[config.mk]
export PLATFORM = sky130hd
export DESIGN_NAME = fpu_issue_wb_flat
export DESIGN_NICKNAME = d
export VERILOG_FILES = /design/src/rtl/fpu_pkg.sv /design/src/rtl/fpu_issue_wb_if.sv /design/src/rtl/fpu_issue_wb.sv /design/src/flat_wrapper.sv
export SDC_FILE = /design/constraint.sdc
export NUM_CORES = 1
export LEC_CHECK = 0
export ABC_AREA = 1
export CORE_ASPECT_RATIO = 0.9
export CORE_UTILIZATION = 38
export CTS_BUF_LIST = sky130_fd_sc_hd__clkbuf_2
export DETAILED_ROUTE_END_ITERATION = 12
export GPL_TIMING_DRIVEN = 0
export HOLD_SLACK_MARGIN = 0.08
export PLACE_DENSITY = 0.84
export SETUP_SLACK_MARGIN = 0.2
export SLEW_MARGIN = 20
export SYNTH_ARGS = -nofsm -noshare
export SYNTH_HDL_FRONTEND = slang
export SYNTH_SLANG_ARGS = --single-unit
[constraint.sdc]
create_clock -name clk -period 1.28 [get_ports clk]
set_input_delay 0.256 -clock clk [delete_from_list [all_inputs] [get_ports clk]]
set_output_delay 0.256 -clock clk [all_outputs]
set_load 0.01 [all_outputs]
[src/rtl/fpu_pkg.sv]
// fpu_pkg: op encodings, sequencer state enum and sticky-flag bit positions shared by the FPU issue/writeback slice.
package fpu_pkg;
    localparam logic [1:0] FPU_OP_ADD = 2'b00;
    localparam logic [1:0] FPU_OP_SUB = 2'b01;
    localparam logic [1:0] FPU_OP_MUL = 2'b10;
    localparam logic [1:0] FPU_OP_DIV = 2'b11;
    localparam int FFLAG_OF = 1;
    localparam int FFLAG_UF = 0;
    typedef enum logic [1:0] {ST_IDLE, ST_EXEC, ST_DONE} fpu_state_e;
endpackage

[src/rtl/fpu_issue_wb_if.sv]
// fpu_issue_wb_if: request (control unit) and response (writeback) handshakes of the FPU sequencer.
interface fpu_issue_wb_if;
    logic        req_valid;
    logic        req_ready;
    logic [31:0] req_a;
    logic [31:0] req_b;
    logic [1:0]  req_op;
    logic [4:0]  req_rd;
    logic        rsp_valid;
    logic        rsp_ready;
    logic [31:0] rsp_result;
    logic [4:0]  rsp_rd;
    logic        rsp_of;
    logic        rsp_uf;
    modport master (
        output req_valid, req_a, req_b, req_op, req_rd, rsp_ready,
        input  req_ready, rsp_valid, rsp_result, rsp_rd, rsp_of, rsp_uf
    );
    modport slave (
        input  req_valid, req_a, req_b, req_op, req_rd, rsp_ready,
        output req_ready, rsp_valid, rsp_result, rsp_rd, rsp_of, rsp_uf
    );
endinterface

[src/rtl/fpu_issue_wb.sv]
// fpu_issue_wb: holds operands on the combinational fpu for LAT(op) cycles, then registers and hands off the result.
// Define FPU_FFLAGS_EN to make the sticky fflags register and flags_clr functional.
module fpu_issue_wb
    import fpu_pkg::*;
#(
    parameter int unsigned LAT_ADD = 2,
    parameter int unsigned LAT_MUL = 3,
    parameter int unsigned LAT_DIV = 6
) (
    input  logic              clk,
    input  logic              rst_n,
    fpu_issue_wb_if.slave     bus,
    output logic [31:0]       o_fpu_a,
    output logic [31:0]       o_fpu_b,
    output logic [1:0]        o_fpu_op,
    input  logic [31:0]       i_fpu_result,
    input  logic              i_fpu_overflow,
    input  logic              i_fpu_underflow,
    input  logic              i_flags_clr,
    output logic [1:0]        o_fflags
);
    if (LAT_ADD < 1 || LAT_ADD > 15 || LAT_MUL < 1 || LAT_MUL > 15 || LAT_DIV < 1 || LAT_DIV > 15) begin : g_lat_bad
        $fatal(1, "fpu_issue_wb: LAT_ADD/LAT_MUL/LAT_DIV must be within 1..15");
    end

    fpu_state_e  r_state;
    fpu_state_e  w_next;
    logic [3:0]  r_cnt;
    logic [3:0]  w_lat;
    logic [31:0] r_fpu_a;
    logic [31:0] r_fpu_b;
    logic [1:0]  r_fpu_op;
    logic [4:0]  r_rd;
    logic [31:0] r_result;
    logic        r_of;
    logic        r_uf;
    logic        w_accept;
    logic        w_capture;
    logic [1:0]  w_flags;

    // Latency comes from the incoming op, since the op register is only loaded on this same edge.
    assign w_lat = (bus.req_op == FPU_OP_MUL) ? 4'(LAT_MUL) :
                   (bus.req_op == FPU_OP_DIV) ? 4'(LAT_DIV) : 4'(LAT_ADD);
    assign w_accept  = (r_state == ST_IDLE) && bus.req_valid;
    assign w_capture = (r_state == ST_EXEC) && (r_cnt == 4'd0);

    always_comb begin
        w_next = r_state;
        case (r_state)
            ST_IDLE: w_next = bus.req_valid ? ST_EXEC : ST_IDLE;
            ST_EXEC: w_next = (r_cnt == 4'd0) ? ST_DONE : ST_EXEC;
            ST_DONE: w_next = bus.rsp_ready ? ST_IDLE : ST_DONE;
            default: w_next = ST_IDLE;
        endcase
    end

    always_comb begin
        w_flags = 2'b00;
        w_flags[FFLAG_OF] = i_fpu_overflow;
        w_flags[FFLAG_UF] = i_fpu_underflow;
    end

    always_ff @(posedge clk or negedge rst_n) begin
        if (!rst_n) begin
            r_state  <= ST_IDLE;
            r_cnt    <= 4'd0;
            r_fpu_a  <= 32'd0;
            r_fpu_b  <= 32'd0;
            r_fpu_op <= 2'd0;
            r_rd     <= 5'd0;
            r_result <= 32'd0;
            r_of     <= 1'b0;
            r_uf     <= 1'b0;
        end else begin
            r_state <= w_next;
            if (w_accept) begin
                r_fpu_a  <= bus.req_a;
                r_fpu_b  <= bus.req_b;
                r_fpu_op <= bus.req_op;
                r_rd     <= bus.req_rd;
                r_cnt    <= w_lat - 4'd1;
            end else if (r_state == ST_EXEC && r_cnt != 4'd0) begin
                r_cnt <= r_cnt - 4'd1;
            end
            if (w_capture) begin
                r_result <= i_fpu_result;
                r_of     <= i_fpu_overflow;
                r_uf     <= i_fpu_underflow;
            end
        end
    end

`ifdef FPU_FFLAGS_EN
    logic [1:0] r_fflags;
    // Clear takes effect before the OR so a same-cycle capture survives the clear.
    always_ff @(posedge clk or negedge rst_n) begin
        if (!rst_n) r_fflags <= 2'b00;
        else        r_fflags <= (i_flags_clr ? 2'b00 : r_fflags) | (w_capture ? w_flags : 2'b00);
    end
    assign o_fflags = r_fflags;
`else
    assign o_fflags = 2'b00 & {2{i_flags_clr}} & w_flags;
`endif

    assign bus.req_ready  = (r_state == ST_IDLE);
    assign bus.rsp_valid  = (r_state == ST_DONE);
    assign bus.rsp_result = r_result;
    assign bus.rsp_rd     = r_rd;
    assign bus.rsp_of     = r_of;
    assign bus.rsp_uf     = r_uf;
    assign o_fpu_a        = r_fpu_a;
    assign o_fpu_b        = r_fpu_b;
    assign o_fpu_op       = r_fpu_op;
endmodule
[src/flat_wrapper.sv]
// flat-port wrapper written by rule: the top's interface ports become plain ports
module fpu_issue_wb_flat import fpu_pkg::*;
#(
    parameter int unsigned LAT_ADD = 2,
    parameter int unsigned LAT_MUL = 3,
    parameter int unsigned LAT_DIV = 6
)
  (clk, rst_n, o_fpu_a, o_fpu_b, o_fpu_op, i_fpu_result, i_fpu_overflow, i_fpu_underflow, i_flags_clr, o_fflags, bus_req_valid, bus_req_a, bus_req_b, bus_req_op, bus_req_rd, bus_rsp_ready, bus_req_ready, bus_rsp_valid, bus_rsp_result, bus_rsp_rd, bus_rsp_of, bus_rsp_uf);
  fpu_issue_wb_if bus_i ();
  input  logic clk;
  input  logic rst_n;
  output logic [31:0] o_fpu_a;
  output logic [31:0] o_fpu_b;
  output logic [1:0] o_fpu_op;
  input  logic [31:0] i_fpu_result;
  input  logic i_fpu_overflow;
  input  logic i_fpu_underflow;
  input  logic i_flags_clr;
  output logic [1:0] o_fflags;
  input wire logic [$bits(bus_i.req_valid)-1:0] bus_req_valid;
  input wire logic [$bits(bus_i.req_a)-1:0] bus_req_a;
  input wire logic [$bits(bus_i.req_b)-1:0] bus_req_b;
  input wire logic [$bits(bus_i.req_op)-1:0] bus_req_op;
  input wire logic [$bits(bus_i.req_rd)-1:0] bus_req_rd;
  input wire logic [$bits(bus_i.rsp_ready)-1:0] bus_rsp_ready;
  output wire logic [$bits(bus_i.req_ready)-1:0] bus_req_ready;
  output wire logic [$bits(bus_i.rsp_valid)-1:0] bus_rsp_valid;
  output wire logic [$bits(bus_i.rsp_result)-1:0] bus_rsp_result;
  output wire logic [$bits(bus_i.rsp_rd)-1:0] bus_rsp_rd;
  output wire logic [$bits(bus_i.rsp_of)-1:0] bus_rsp_of;
  output wire logic [$bits(bus_i.rsp_uf)-1:0] bus_rsp_uf;
  assign bus_i.req_valid = bus_req_valid;
  assign bus_i.req_a = bus_req_a;
  assign bus_i.req_b = bus_req_b;
  assign bus_i.req_op = bus_req_op;
  assign bus_i.req_rd = bus_req_rd;
  assign bus_i.rsp_ready = bus_rsp_ready;
  assign bus_req_ready = bus_i.req_ready;
  assign bus_rsp_valid = bus_i.rsp_valid;
  assign bus_rsp_result = bus_i.rsp_result;
  assign bus_rsp_rd = bus_i.rsp_rd;
  assign bus_rsp_of = bus_i.rsp_of;
  assign bus_rsp_uf = bus_i.rsp_uf;
  fpu_issue_wb #(.LAT_ADD(LAT_ADD), .LAT_MUL(LAT_MUL), .LAT_DIV(LAT_DIV)) u_core (.clk(clk), .rst_n(rst_n), .bus(bus_i), .o_fpu_a(o_fpu_a), .o_fpu_b(o_fpu_b), .o_fpu_op(o_fpu_op), .i_fpu_result(i_fpu_result), .i_fpu_overflow(i_fpu_overflow), .i_fpu_underflow(i_fpu_underflow), .i_flags_clr(i_flags_clr), .o_fflags(o_fflags));
endmodule
* After elaboration in Yosys (flattened, before gate mapping)
Index checks and enable logic that the tools add are counted.
** Operators by class
- Add/subtract/negate cells :: 2
- Eq/ne operators :: 4
- Multiplexer cells :: 8
- Reduce and logical (&&, ||, !) cells :: 7
** Operator list (number)
- 4-bit two-way mux :: 3
- 4-bit by 1-bit subtractor with 4-bit output (second input constant) :: 2
- 2-bit == test (second input constant) :: 3
- 2-bit case mux with 3 select lines :: 1
- 4-bit logical NOT :: 1
- 2-bit two-way mux :: 2
- 4-bit nonzero test :: 1
- 1-bit logical AND :: 3
- 3-bit two-way mux :: 1
- 2-bit by 1-bit == test with 1-bit output (second input constant) :: 1
- 2-bit logical NOT :: 1
- 2-bit nonzero test :: 1
- 1-bit two-way mux :: 1
** Word-level totals
- Register bits after elaboration :: 111
- Bits of input ports :: 110
- Word-level logic and storage cells :: 30

* Depth between registers and ports, before layout
Gate-level depths: netlist of run 1.
- Depth in word-level cells :: 5
- Gate-level depth with buffers :: 9

* Least setup slack after synthesis of run 1
OpenSTA, ideal clock, no wires.
- Path type :: register -> register
- Start point :: reg u_core.r_state[1]
- End point :: reg u_core.r_cnt[2]
- Data arrival time :: 1.316 ns
- Required time :: 1.162 ns
- Path slack :: -0.154 ns
- Stages on the path, launching flop included :: 9
- Buffers on the path :: 0
- Clock period less this slack :: 1.434 ns
- Cell sequence :: dfrtp_1 > nor2_2 > nand2_2 > nand2_1 > inv_1 > ha_1 > nand3b_1 > nand3_1 > nand2_1
** On the way
- Cells in the longest elaborated chain, start to end :: 3
- Elaborated cells between the ends (all ways) :: 6
- Those cells by class :: eq/ne (1); mux (1); reduce/logical (4)
** RTL lines
- from (decl) :: line fpu_issue_wb.sv:26 : fpu_state_e r_state;
- from (signal assigned) :: line fpu_issue_wb.sv:75 : r_state <= w_next;
- 2-bit logical NOT (*)
- named net bus_req_ready :: line flat_wrapper.sv:26 : output wire logic [$bits(bus_i.req_ready)-1:0] bus_req_ready;
- 1-bit logical AND (*) :: line fpu_issue_wb.sv:44 : assign w_accept = (r_state == ST_IDLE) && bus.req_valid;
- 4-bit two-way mux / 2-bit nonzero test (equally long branches)
- to (signal assigned) :: line fpu_issue_wb.sv:81 : r_cnt <= w_lat - 4'd1;
- to (signal assigned) :: line fpu_issue_wb.sv:83 : r_cnt <= r_cnt - 4'd1;
- to (decl) :: line fpu_issue_wb.sv:28 : logic [3:0] r_cnt;
The timed path passes the listed nets; every way through them passes the cells marked *.
A chain may end at the register's enable or synchronous reset.

* Worst setup path in the final report of run 1
- Start point :: reg u_core.r_state[0]
- End point :: reg u_core.r_cnt[2]
** On the way
- Cells in the longest elaborated chain, start to end :: 3
- Elaborated cells between the ends (all ways) :: 6
- Those cells by class :: eq/ne (1); mux (1); reduce/logical (4)
** RTL lines (line)
- 2-bit by 1-bit == test with 1-bit output / 2-bit logical NOT (equally long branches) :: fpu_issue_wb.sv:82, fpu_issue_wb.sv:44
- 1-bit logical AND, on equally long branches :: fpu_issue_wb.sv:82, fpu_issue_wb.sv:44
- 2-bit nonzero test (no source line) / 4-bit two-way mux (equally long branches)
Several ways; a longest one is shown, not always the timed one.

==> results of run 1 <==
-- synth_stat cells --
cell,n,share of area
conb_1,1,0.00085
o31ai_1,1,0.0017
buf_6,9,0.023
o21ai_0,25,0.028
inv_1,42,0.036
buf_2,2,0.0023
o21ai_2,5,0.0099
o21ai_1,5,0.0057
ha_1,1,0.0028
nand2_1,259,0.22
clkbuf_1,3,0.0025
nand2_2,1,0.0014
nor2_2,2,0.0028
nand3_2,1,0.0023
nand3b_1,1,0.0017
inv_2,2,0.0017
a21oi_1,1,0.0011
nor2_1,7,0.0059
buf_4,9,0.015
nand3_1,6,0.0068
clkbuf_2,1,0.0011
dfrtp_1,111,0.63
-- cells by family (layout without fill, tap and decap cells) --
family | Yosys count | after routing | synth area share
adder cells (fa/ha/maj) | 1 | 1 | 0.002827
buffers and inverters | 68 | 365 | 0.08142
AO/OA/AOI/OAI | 37 | 37 | 0.04665
flip-flops | 111 | 111 | 0.6276
AND/OR/NAND/NOR | 277 | 278 | 0.2406
other | 1 | 2 | 0.0008474
-- area by class of cell --
type                       instances  share of cell area
buffer                            24             0.04057
clock buffer                       9            0.006035
clock inverter                     7            0.008550
inverter                          44             0.02565
multi-input combinational        318              0.1935
sequential                       111              0.3722
tap                              156             0.02615
timing repair buffer             281              0.3274
-- per-stage QoR --
stage | power, W | hold slack [ps]
6_report | 0.01719 | 167.4
4_1_cts | 0.01564 | 102.4
3_5_place_dp | 0.01425 | 257.6
3_3_place_gp | 0.01391 | 453.1
2_1_floorplan | 0.009677 | -39.59
5_1_grt | 0.01835 | 79.87
-- layout by cell type (no fill, tap or decap), types with 3 or more instances in the layout --
cell,instances
buf_12,4
buf_2,78
buf_4,51
buf_6,53
buf_8,7
clkbuf_2,9
clkdlybuf4s50_1,107
clkinv_2,3
dfrtp_1,111
inv_1,39
inv_2,4
nand2_1,248
nand2_2,8
nand2_4,3
nand3_1,5
nor2_1,5
nor2_4,3
o21ai_0,3
o21ai_1,19
o21ai_2,13
-- final timing paths --
check,end,slack (ps),depth (start not counted)
setup / recovery,u_core.r_cnt[2],-410,11
hold / removal,u_core.o_fpu_a[6],170,2
setup reg to reg,u_core.r_cnt[2],-410,11
hold reg to reg,u_core.o_fpu_a[25],510,2
max in group asynchronous,u_core.bus.rsp_result[24],460,3
min in group clk,u_core.o_fpu_a[2],170,3
-- worst max-delay path: cells and delay by family (launching register included) --
family,cells,cell delay [ps]
adders and majority gates,1,150
and+or+nand+nor,6,580
DFF,1,460
buffers and inverters,4,420
-- flip-flops by register name (all words and copies together) (netlist names) --
register,flops
u_core.bus.rsp_uf,1
u_core.bus.rsp_rd,5
u_core.bus.rsp_result,32
u_core.o_fpu_b,32
u_core.o_fpu_a,32
u_core.bus.rsp_of,1
u_core.r_cnt,4
u_core.r_state,2
u_core.o_fpu_op,2
-- per-layer routing --
layer,vias up,track usage,part of all wire
met5,-,0,0
met3,25,0.07051,0.069
met2,154,0.3516,0.52
met1,2033,0.2344,0.38
li1,2080,-,-
met4,0,0.06593,0.023
-- power by group through the flow --
stage,Sequential [W],Combinational (W),Clock [W]
3_5_place_dp,0.00623,0.00802,0
5_1_grt,0.00635,0.0103,0.00174
2_1_floorplan,0.00690,0.00278,0
4_1_cts,0.00607,0.00796,0.00162
3_3_place_gp,0.00614,0.00777,0
6_report,0.00618,0.00947,0.00154
-- repair_timing --
action / CTS / global route
hold buffers: 1 / 0
resized for setup: 492 / 70
setup endpoints to repair: 217 / 218
buffers inserted: 32 / 26
gates cloned: 4 / 3
pin swaps: 2 / 4
hold endpoints to repair: 111 / 0
==> out/qor.log, run 1 <==
[finish] Fillers 956
[finish] final non-filler cell area 0.007463 sq mm
[detailed_routing] number of remaining DRC errors 0
[setup_path] required time of the critical path 1790 ps
[placed_design] last weighted congestion value of the routability-driven placer 0.7381
[timing] Slew Viols, Final 0
[synthesis] cell area after technology mapping 0.004425 sq mm
[global_route] number of antenna violations at the first check in global routing 0
[power] power density over cell area 2303 mW/mm^2
[hold_path] path category of the worst min-delay check in -> async
[timing] Sum Neg Setup Slack -45040 ps
[finish] Post-Route Utilization 0.6554
[global_route] grt ovf 0
[clock_tree] CTS tree done
[clock_tree] H-tree depth 3
[placed_design] worst slack at placement -345.0 ps
[clock_tree] cell at the root of the clock tree clkbuf_2
[setup_path] Most Frequent Cell on Critical Path buf_6
[outcome] status complete, but fails checks
[clock_tree] clock buffer count from CTS 9
[synthesis] Cell variety after synth 22
[power] internal power summed over all cells 0.01059 W
[power] share of total power in the clock network 0.090
[synthesis] synthesized instance count 495
[power] peak supply drop 1.108 mV
[die] IO Pins 219
[synthesis] number of warning messages in the yosys log 0
[detailed_routing] via density per instance 4.518
[setup_path] crit path max fanout 3
[finish] Storage cell area 0.002778 sq mm
[timing] Worst Max-Slew Pin Slew 541.7 ps
[finish] number of antenna diodes 0
[detailed_routing] vias after detailed routing 4292
[setup_path] delay contributed by the slowest stage of the critical path 460 ps
[detailed_routing] wire length per cell after detailed routing 13.55 um
[timing] unrepaired setup endpoints after global routing true
[die] core area 0.01139 sq mm
[die] Total Die Area 0.01208 sq mm
[finish] relative area change from synthesis to final layout 68.65%
[timing] Final period util 1.320
[setup_path] element type at the critical path start flop
[clock_tree] clock-pin slew on the worst setup and hold paths 280 ps
[timing] maximum clock rate 591.9 MHz
[finish] area of combinational cells with multiple inputs 0.001444 sq mm
[placed_design] Inst Count DP 868
[die] Die Span X 115.8 um
[power] leakage power figure 4.044 nW
[detailed_routing] remaining number of nets flagged by the antenna check after routing 0
[placed_design] IO Port Bufs 215
[timing] worst slew slack as a fraction of its limit 0.6389
[setup_path] Critical Path End Type flop
[setup_path] launching element of the worst setup path u_core.r_state[0]
[timing] final worst setup slack -409.3 ps
[finish] proportion of layout cells with a drive suffix above 1 0.3161
[timing] final setup violation count 217
[setup_path] crit path max-delay cell type dfrtp_1
[setup_path] Critical Path, Cell by Cell buf_6, nor2_4, buf_4, buf_6, nand3_2, nand2_2, inv_2, ha_4, nand3b_1, nand3_1, nand2_1
[die] placement row count 37
[job] Max-cap violations 0
[finish] Total Nets Final 900
[global_route] largest net degree at the start of global routing 58
[detailed_routing] First DRT Iteration DRCs 256
[outcome] violations in the final reports setup timing
[global_route] number of global-route vias before repair 4121
[clock_tree] number of buffers between clock root and the deepest sink 2
[setup_path] startpoint of the most critical register-to-register path u_core.r_state[0]
[synthesis] flip-flop and latch count after synthesis 111
[global_route] first-pass GRT wire length 19250 um
[setup_path] critical path class reg -> reg
[clock_tree] clock latency reported for the late side of the worst-skew pair 570 ps
[finish] Finished Layout Cells 950
[die] vertical die dimension 104.4 um
[detailed_routing] WL final 12880 um
[placed_design] half-perimeter wire length of the detailed placement result 8781 um
[power] Sw Share 0.3840
[synthesis] synthesized area per cell 8.940 sq um
[global_route] gr usage total 0.2038
[power] sequential share of power 0.360
[synthesis] register area share after synthesis 0.6277
[timing] time the final worst path needs with I/O delays and setup 1689 ps
[timing] final hold violation count 0
[setup_path] signal arrival time at the worst endpoint 2200 ps
[die] effective utilization at floorplan 0.3886
[detailed_routing] detailed-routing iteration count for the pre-antenna-repair pass 7
[timing] largest clock skew in the final design 24.51 ps
[placed_design] Post-DP Area 0.006830 sq mm
[clock_tree] number of clock sinks 111
[power] net switching power 0.006602 W
[power] fraction of power consumed by combinational cells 0.551
No activity file was read; power rests on OpenSTA's default activity.
==> run 2, diff against run 1 <==
--- a/config.mk
+++ b/config.mk
@@ -7,12 +7,13 @@
 export LEC_CHECK = 0
 export ABC_AREA = 1
 export CORE_ASPECT_RATIO = 0.9
-export CORE_UTILIZATION = 38
+export CORE_UTILIZATION = 39
 export CTS_BUF_LIST = sky130_fd_sc_hd__clkbuf_2
 export DETAILED_ROUTE_END_ITERATION = 12
+export GPL_ROUTABILITY_DRIVEN = 0
 export GPL_TIMING_DRIVEN = 0
 export HOLD_SLACK_MARGIN = 0.08
-export PLACE_DENSITY = 0.84
+export PLACE_DENSITY = 0.83
 export SETUP_SLACK_MARGIN = 0.2
 export SLEW_MARGIN = 20
 export SYNTH_ARGS = -nofsm -noshare
==> constraint.sdc (replaced) <==
create_clock -name clk -period 1.7 [get_ports clk]
set_input_delay 0.34 -clock clk [delete_from_list [all_inputs] [get_ports clk]]
set_output_delay 0.34 -clock clk [all_outputs]
set_load 0.01 [all_outputs]
==> run 2 against run 1 <==
Effect of this change:
- the flow now finishes without violations
- non-clock buffer count is 2 lower
- via count is 0.16% lower
- first-iteration DRC count is 23% lower
==> out/qor.log, run 2 (synthesis results as in run 1) <==
[outcome] status completed
[detailed_routing] WL final 13020 um
[timing] final setup violation count 0
[setup_path] Critical Path End Type primary output
[placed_design] IO Port Bufs 215
[setup_path] Critical Path, Cell by Cell inv_2, nor2_2, buf_6
[finish] number of antenna diodes 0
[die] effective utilization at floorplan 0.4043
[power] power density over cell area 1768 mW/mm^2
[detailed_routing] First DRT Iteration DRCs 198
[timing] unrepaired setup endpoints after global routing true
[die] Total Die Area 0.01178 sq mm
[power] leakage power figure 4.018 nW
[global_route] first-pass GRT wire length 19230 um
[finish] commonest non-fill, non-tap cell in the layout nand2_1
[finish] proportion of layout cells with a drive suffix above 1 0.3363
[clock_tree] clock latency reported for the late side of the worst-skew pair 560 ps
[setup_path] required time of the critical path 1360 ps
[finish] Total Nets Final 897
[detailed_routing] wire length per cell after detailed routing 13.80 um
[power] share of total power in the clock network 0.101
[global_route] largest net degree at the start of global routing 70
[global_route] gr usage total 0.2096
[setup_path] sum of buffers and inverters on the critical path 2
[die] core area 0.01095 sq mm
[clock_tree] H-tree depth 3
[setup_path] delay contributed by the slowest stage of the critical path 490 ps
[die] vertical die dimension 103.1 um
[detailed_routing] remaining number of nets flagged by the antenna check after routing 0
[global_route] number of antenna violations at the first check in global routing 0
[setup_path] critical path class reg -> out
[global_route] grt ovf 0
[hold_path] path category of the worst min-delay check in -> async
[power] internal power summed over all cells 0.008064 W
[clock_tree] CTS tree done
[clock_tree] clock-pin slew on the worst setup and hold paths 270 ps
[die] placement row count 36
[timing] final hold violation count 0
[power] peak supply drop 0.8915 mV
[clock_tree] number of buffers between clock root and the deepest sink 2
[detailed_routing] number of remaining DRC errors 0
[setup_path] crit path max fanout 3
[clock_tree] number of clock sinks 111
[power] total chip power 0.01310 W
[die] Die Span X 114.3 um
[finish] most frequent cells in the layout nand2_1 (225), dfrtp_1 (110), clkdlybuf4s50_1 (107)
[power] sequential share of power 0.363
[timing] time the final worst path needs with I/O delays and setup 1675 ps
[setup_path] element type at the critical path start flop
[setup_path] Crit path max-delay family flip-flops
[timing] Final period util 0.9855
[power] Sw Share 0.3846
[detailed_routing] via density per instance 4.544
[detailed_routing] detailed-routing iteration count for the pre-antenna-repair pass 4
[placed_design] half-perimeter wire length of the detailed placement result 9070 um
[job] Max-cap violations 0
[clock_tree] cell at the root of the clock tree clkbuf_2
[timing] largest clock skew in the final design 22.73 ps
[detailed_routing] vias after detailed routing 4285
[global_route] number of global-route vias before repair 4086
[die] IO Pins 219
[power] net switching power 0.005039 W
[finish] relative area change from synthesis to final layout 67.49%
[timing] maximum clock rate 596.9 MHz
[setup_path] signal arrival time at the worst endpoint 1340 ps
[power] fraction of power consumed by combinational cells 0.536
[clock_tree] clock buffer count from CTS 9
[setup_path] crit path max-delay cell type dfrtp_2
[timing] hold slack 210.1 ps
[timing] Slew Viols, Final 0
run 2: changes by cell type in the layout (fill, tap and decap cells not counted), sizes merged:
cell and change:
clkbuf +4, clkinvlp -2, clkinv -3, buf -2, inv +1, bufbuf -1
nand3 -1, bufinv +1
run 2: layout make-up:
type                       count  area, sq um
multi-input combinational    317         1520
fill                         845         3533
timing repair buffer         279         2364
sequential                   111         2779
tap                          152        190.2
buffer                        24        256.5
inverter                      44        172.7
clock buffer                  12        60.06
clock inverter                 4        70.07
run 2: layer usage:
| metal | vias to the layer above | global-route usage | wire length (um) |
|---|---|---|---|
| met5 | - | 0 | 0 |
| met1 | 2028 | 0.2392 | 5007 |
| met4 | 0 | 0.08791 | 342 |
| met3 | 29 | 0.04997 | 788 |
| met2 | 164 | 0.3804 | 6877 |
| li1 | 2064 | - | - |
run 2: worst paths after layout:
check,start,end,slack (ps),cells after the start
setup / recovery,u_core.r_state[1],bus_rsp_valid,20,3
hold / removal,rst_n,u_core.bus.rsp_result[25],210,2
setup reg to reg,u_core.r_state[1],u_core.r_cnt[2],110,10
hold reg to reg,u_core.o_fpu_a[26],u_core.o_fpu_a[26],520,2
max in group asynchronous,rst_n,u_core.o_fpu_b[22],840,3
min in group clk,bus_req_a[18],u_core.o_fpu_a[18],270,3
run 2: through the flow:
stage	setup TNS, ps	setup slack (ps)	instance area (sq um)	instances	util
floorplan	0	266.3	4429	496	-
global placement	-420580	-3797	6771	863	0.6187
detailed placement	-181.8	-130.4	6800	864	0.6213
CTS	-66.67	-53.88	6748	911	0.6165
global route	-159.1	-83.19	7412	943	0.6772
finish	0	24.66	7412	943	0.6772
run 2: what timing repair did:
| action | CTS | global route |
|---|---|---|
| setup endpoints to repair | 178 | 159 |
| gates resized for setup | 449 | 117 |
| setup buffers | 30 | 32 |
| pin swaps | 1 | 11 |
| endpoints found under the hold margin | 111 | 0 |
| hold buffers | 1 | 0 |
run 2: power groups by stage:
stage                     combinational (W)  clock, W  sequential (W)
after CTS                           0.00566   0.00136         0.00460
after detailed placement            0.00607         0         0.00468
after global placement              0.00585         0         0.00461
after global routing                0.00768   0.00146         0.00488
after floorplan                     0.00207         0         0.00519
final                               0.00702   0.00132         0.00476
